==> config.mk <==
export PLATFORM = sky130hd
export DESIGN_NAME = vga_timing_gen
export DESIGN_NICKNAME = d
export VERILOG_FILES = /design/src/rtl/vga_timing_gen.sv
export SDC_FILE = /design/constraint.sdc
export NUM_CORES = 1
export LEC_CHECK = 0
export CAP_MARGIN = 10
export CORE_ASPECT_RATIO = 1.1
export CORE_MARGIN = 2
export CORE_UTILIZATION = 53
export CTS_CLUSTER_SIZE = 30
export DETAILED_ROUTE_END_ITERATION = 12
export HOLD_SLACK_MARGIN = 0.03
export PLACE_DENSITY = 0.89
export SKIP_LAST_GASP = 1
export SLEW_MARGIN = 25
export SYNTH_ARGS = -nofsm -noshare
export SYNTH_HDL_FRONTEND = slang
export SYNTH_SLANG_ARGS = --single-unit
==> constraint.sdc <==
create_clock -name Clk -period 2.8 [get_ports Clk]
set_input_delay 0.56 -clock Clk [delete_from_list [all_inputs] [get_ports Clk]]
set_output_delay 0.56 -clock Clk [all_outputs]
set_load 0.01 [all_outputs]
==> src/rtl/vga_timing_gen.sv <==
// Raster timing source: scan counters plus registered sync, data-enable and
// line/frame/vblank strobes, all aligned to the same (DrawX, DrawY).
module vga_timing_gen #(
  parameter int H_ACTIVE = 640,
  parameter int H_FP     = 16,
  parameter int H_SYNC   = 96,
  parameter int H_BP     = 48,
  parameter int V_ACTIVE = 480,
  parameter int V_FP     = 10,
  parameter int V_SYNC   = 2,
  parameter int V_BP     = 33,
  parameter bit SYNC_POL = 1'b0
) (
  input  logic       Clk,
  input  logic       Reset_n,
  input  logic       pix_en,
  output logic [9:0] DrawX,
  output logic [9:0] DrawY,
  output logic       hs,
  output logic       vs,
  output logic       vde,
  output logic       line_start,
  output logic       frame_start,
  output logic       vblank_start,
  output logic [7:0] frame_count
);

  localparam int H_TOTAL = H_ACTIVE + H_FP + H_SYNC + H_BP;
  localparam int V_TOTAL = V_ACTIVE + V_FP + V_SYNC + V_BP;

  localparam logic [9:0] H_LAST = 10'(H_TOTAL - 1);
  localparam logic [9:0] V_LAST = 10'(V_TOTAL - 1);
  localparam logic [9:0] H_ACT  = 10'(H_ACTIVE);
  localparam logic [9:0] V_ACT  = 10'(V_ACTIVE);
  localparam logic [9:0] HS_BEG = 10'(H_ACTIVE + H_FP);
  localparam logic [9:0] HS_END = 10'(H_ACTIVE + H_FP + H_SYNC);
  localparam logic [9:0] VS_BEG = 10'(V_ACTIVE + V_FP);
  localparam logic [9:0] VS_END = 10'(V_ACTIVE + V_FP + V_SYNC);

  logic [9:0] x_r, y_r, x_nx_s, y_nx_s;
  logic       hs_r, vs_r, vde_r, ls_r, fs_r, vb_r;
  logic       hs_nx_s, vs_nx_s, vde_nx_s, ls_nx_s, fs_nx_s, vb_nx_s;
  logic [7:0] fc_r, fc_nx_s;

  // Next-state counters and decodes; outputs are decoded from the next
  // position so they register in step with DrawX/DrawY.
  always_comb begin
    x_nx_s  = x_r;
    y_nx_s  = y_r;
    ls_nx_s = 1'b0;
    fs_nx_s = 1'b0;
    vb_nx_s = 1'b0;
    fc_nx_s = fc_r;
    if (pix_en) begin
      if (x_r == H_LAST) begin
        x_nx_s = 10'd0;
        if (y_r == V_LAST) begin
          y_nx_s = 10'd0;
        end else begin
          y_nx_s = y_r + 10'd1;
        end
      end else begin
        x_nx_s = x_r + 10'd1;
      end
      ls_nx_s = (x_nx_s == 10'd0);
      fs_nx_s = (x_nx_s == 10'd0) && (y_nx_s == 10'd0);
      vb_nx_s = (x_nx_s == 10'd0) && (y_nx_s == V_ACT);
      if (fs_nx_s) begin
        fc_nx_s = fc_r + 8'd1;
      end else begin
        fc_nx_s = fc_r;
      end
    end else begin
      x_nx_s = x_r;
    end
    hs_nx_s  = ((x_nx_s >= HS_BEG) && (x_nx_s < HS_END)) ? SYNC_POL : ~SYNC_POL;
    vs_nx_s  = ((y_nx_s >= VS_BEG) && (y_nx_s < VS_END)) ? SYNC_POL : ~SYNC_POL;
    vde_nx_s = (x_nx_s < H_ACT) && (y_nx_s < V_ACT);
  end

  // State and output registers; reset parks the scan on the last pixel so
  // the first enabled edge lands on (0,0).
  always_ff @(posedge Clk) begin
    if (!Reset_n) begin
      x_r   <= H_LAST;
      y_r   <= V_LAST;
      hs_r  <= ~SYNC_POL;
      vs_r  <= ~SYNC_POL;
      vde_r <= 1'b0;
      ls_r  <= 1'b0;
      fs_r  <= 1'b0;
      vb_r  <= 1'b0;
      fc_r  <= 8'd0;
    end else begin
      x_r   <= x_nx_s;
      y_r   <= y_nx_s;
      hs_r  <= hs_nx_s;
      vs_r  <= vs_nx_s;
      vde_r <= vde_nx_s;
      ls_r  <= ls_nx_s;
      fs_r  <= fs_nx_s;
      vb_r  <= vb_nx_s;
      fc_r  <= fc_nx_s;
    end
  end

  assign DrawX        = x_r;
  assign DrawY        = y_r;
  assign hs           = hs_r;
  assign vs           = vs_r;
  assign vde          = vde_r;
  assign line_start   = ls_r;
  assign frame_start  = fs_r;
  assign vblank_start = vb_r;
  assign frame_count  = fc_r;

endmodule

# After elaboration in Yosys (flattened, before gate mapping)
# Index checks and enable logic that the tools add are counted.
[word_totals]
ff_bits = 34
latchBits = 0
ram_bits = 0
romBits = 0
in_bits = 3
out_inout_bits = 34
wordCells = 39
memories = 0
[classes]
addsub = 3
mul = 0
div = 0
magnitude_cmp = 6
n_eq_ne = 3
shift = 0
mux = 9
bitwise = 0
n_reduce_logical = 9
[op_table]
columns = ["op", "count"]
rows = [
  ["two-way mux 10 bit", 7],
  ["adder 10 x 1 -> 10 bit, second input constant", 2],
  ["== test 10 bit, second input constant", 2],
  ["zero test 10 bit", 2],
  ["< comparator 10 bit, second input constant", 2],
  ["< comparator 10 x 9 -> 1 bit, second input constant", 2],
  ["== test 10 x 9 -> 1 bit, second input constant", 1],
  ["greater-or-equal comparator 10 bit, second input constant", 1],
  ["greater-or-equal comparator 10 x 9 -> 1 bit, second input constant", 1],
  ["adder 8 x 1 -> 8 bit, second input constant", 1],
  ["logical AND 1 bit", 5],
  ["AND reduction 2 bit", 2],
  ["two-way mux 1 bit", 2],
]

# Depth between registers and ports, before layout
[logic_depth]
ltp_word = 8
ltp_mapped = 11
depth_no_buf = 10

# Worst setup path after synthesis
# Ideal clock, no wire load.
[synth_path]
path_type = "register to register"
startpoint = "register x_r[5], in the netlist DrawX[5]"
endpoint = "register fc_r[3], in the netlist frame_count[3]"
setup_ns = 0.128
t_arrival_ns = 2.527
required_ns = 2.672
path_slack_ns = 0.145
path_stages_with_launch = 10
n_path_buf = 1
synth_period_minus_slack_ns = 2.655
path_cell_list = "dfxtp_1 buf_6 or4b_2 nor4_1 xnor2_1 nand3_1 nor4_2 nand4_1 xor2_1 nor2_1"
[synth_between]
elab_chain_len = 6
word_cells_on_any_way = 10
cone_classes = "add/sub: 1; eq/ne: 1; mux: 4; reduce/logical: 4"
[synth_rtl]
columns = ["item", "line", "text"]
rows = [
  ["start: declaration", "40", "logic [9:0] x_r, y_r, x_nx_s, y_nx_s;"],
  ["start signal: assignment", "95", "x_r <= x_nx_s;"],
  ["adder 10 x 1 -> 10 bit / == test 10 bit (equally long branches)", "63, 55", ""],
  ["two-way mux 10 bit", "55", "if (x_r == H_LAST) begin"],
  ["two-way mux 10 bit", "54", "if (pix_en) begin"],
  ["zero test 10 bit", "66", "fs_nx_s = (x_nx_s == 10'd0) && (y_nx_s == 10'd0);"],
  ["logical AND 1 bit (*)", "66", ""],
  ["AND reduction 2 bit (no line) (*)", "--", ""],
  ["end signal: assignment", "103", "fc_r <= fc_nx_s;"],
  ["end: declaration", "43", "logic [7:0] fc_r, fc_nx_s;"],
]
# Mark *: on every way between the ends. The rest lies on a longest branch, timed or not. The select of a mux whose other input is x is not followed.
# A chain may end at the register's enable or synchronous reset.

# Worst setup path in the final report
[layout_path]
startpoint = "register x_r[5], in the netlist DrawX[5]"
endpoint = "register fc_r[6], in the netlist frame_count[6]"
# Same word-level chain as after synthesis.

==> reports/metrics.cfg <==
[cts]
clk_path_buf_depth = 2
cts_inserted_buffers = 5
post_cts_buffers = 0
cts_root_buffer = clkbuf_8
cts.sinks = 34
htreeDepth = 2
path_clk_slew_ns = 0.07
cts_tree = done
clkLatencyLatePin_ns = 0.29

[sta]
rsz0062_at_grt = yes
fin_skew_ns = 0.00384
period_minus_slack_ns = 2.73
slew_violations = 0
max_freq_ghz = 0.367
timing.final.crit_share = 0.973
holdWs_ns = 0.496
tightest_slew_ns = 0.474
setup_viol_count_final = 0
relSlewSlack = 0.683
fin_tns_setup_ns = 0
hold_viol_final = 0

[global_route]
grt_max_degree = 19
grt_use_total = 0.264
grt_pass1_wl_um = 9540
grt_overflow = 0
grt_antenna_before_repair = 0
first_global_vias = 2096

[setup_path]
r2r_start = DrawX[5]
cp_max_fo = 5
crit_start = DrawX[5]
r2r_slack_ns = 0.07
timing.rr.end = frame_count[6]
critPathCapture = frame_count[6]
worst_ep_arrival_time_ns = 2.92
r2r_cells = 8
worst-setup-path-type = flop to flop
cp-end-kind = flop
start_kind = flop
cp_data_required_time_ns = 3.00

[logic_synthesis]
synth_area_um2 = 2170
yosysTopAreaCellShare = 0.313
ys_ff_latch = 34
yosysMostFrequentCell = dfxtp_1
dominantRegCellSynth = dfxtp_1
yosys-top-cells-area = dfxtp_1 31%, nor2_1 4.8%, nand2_1 4.7%
yosys-top-cells-count = 34 x dfxtp_1, 28 x nor2_1, 27 x nand2_1, 17 x nand3_1, 15 x o21ai_0
synthArstFlopShare = 0
avgSynthCellArea_um2 = 7.97
yosysSeqAreaShare = 0.313
yosysWarnings = 0
synth.net_count = 280
synth_top_cell_by_area = dfxtp_1
syn_inst = 273
synthDistinctLibCells = 56
synth_edf_count = 0

[floorplan]
die_area_um2 = 4630
ios = 37
die_width_um = 65.1
rows = 24
start_util = 0.549
coreArea_um2 = 3960
die_h_um = 71.2

[hold_path]
hp-class = flop to flop

[place]
dp_hpwl_um = 4100
globalplace.congestion = 0.968
io_buffers = 36
placed_area_um2 = 2600

[final_layout]
layout.nets = 323
antenna_cells = 0
design_area_um2 = 2770
final_core_util = 0.699
area_growth_pct = 27.4
final_layout_size_suffix_gt1_frac = 0.164

[route]
via_per_inst = 6.23
wl_um = 5890
drtIter0Drc = 177
drtPass1Iterations = 4
vias = 2299
drc = 0
wl_per_cell_um = 16.0
detail-route-antenna-nets = 0

[power_and_ir_drop]
max-vdd-ir-drop_v = 0.000345
power_uw = 1530
p_leak_uw = 0.00107
pwr_density_cell_nw_per_um2 = 552

[status]
outcome = finished clean

[flow_run]
drv_cap = 0

-- critical path, stage by stage (launching register included) --
cell and delay (ns):
dfxtp_1 0.34, or4b_2 0.69, nor4_2 0.31, xnor2_1 0.22, nand3_1 0.18, nor4_2 0.49
nand4_1 0.19, xor2_1 0.16, nor2_1 0.05
-- how the worst min path moves through the flow --
stage,from,endpoint,slack [ns],cells past startpoint
after floorplan,frame_count[7],frame_count[7],0.50,2
after global placement,frame_count[7],frame_count[7],0.47,2
after detailed placement,frame_count[7],frame_count[7],0.49,2
after CTS,frame_count[7],frame_count[7],0.50,2
after global routing,frame_count[7],frame_count[7],0.54,2
final,frame_count[7],frame_count[7],0.50,2
-- where the power goes --
| group | switching [uW] | internal, uW |
|---|---|---|
| clock | 191 | 357 |
| combinational | 252 | 188 |
| sequential | 34.0 | 508 |
| total | 478 | 1050 |
-- kinds of logic (layout without fill, tap and decap cells) --
logic type	Yosys count	in the layout	synth area share
simple gates	137	137	0.343
compound gates	51	51	0.156
flops	34	34	0.313
buf+inv	28	72	0.0846
xor+xnor	14	14	0.0564
mux	5	5	0.0236
fa+ha+maj	4	4	0.0230
-- metrics by stage --
stage                     setup slack, ns  instances
after floorplan                     0.145        273
after global routing               -0.130        369
after CTS                          0.0600        369
after global placement              0.166        361
after detailed placement           0.0330        361
final                              0.0749        369
-- cell type report --
| class | instances | area, um^2 |
|---|---|---|
| clock buffer | 5 | 68.8 |
| timing repair buffer | 58 | 526 |
| tap | 52 | 65.1 |
| multi-input combinational | 211 | 1340 |
| clock inverter | 3 | 68.8 |
| inverter | 6 | 22.5 |
| sequential | 34 | 681 |
| fill | 308 | 1190 |
-- per-layer routing --
layer,part of all wire,vias up,global-route usage
met5,0,-,0
met4,0.045,0,0.139
met3,0.10,37,0.0700
met2,0.46,135,0.412
met1,0.39,1053,0.333
li1,-,1074,-
-- cell usage in the layout, fill, tap and decap left out, types with 6 or more instances in the layout --
cell | netlist | layout
buf_4 | 1 | 22
dfxtp_1 | 34 | 34
a21oi_1 | 11 | 11
xnor2_1 | 6 | 6
nor2_1 | 28 | 28
o21ai_0 | 15 | 15
nand2_1 | 27 | 27
xor2_1 | 8 | 8
clkdlybuf4s50_1 | 0 | 36
nand4_1 | 10 | 10
nand3_1 | 17 | 17
nor3_1 | 10 | 10
or3_1 | 9 | 9
-- sequential cells by signal, indices dropped and copies added (netlist names) --
name and count:
DrawX 10, DrawY 10, frame_count 8, frame_start 1, hs 1, line_start 1
vblank_start 1, vde 1, vs 1
-- what timing repair did --
| action | CTS | global route |
|---|---|---|
| pin swaps | 0 | 1 |
| setup endpoints to repair | 4 | 8 |
| hold buffers | 0 | 0 |
| gates resized for setup | 1 | 5 |
Power figures use the tool's default switching activity.
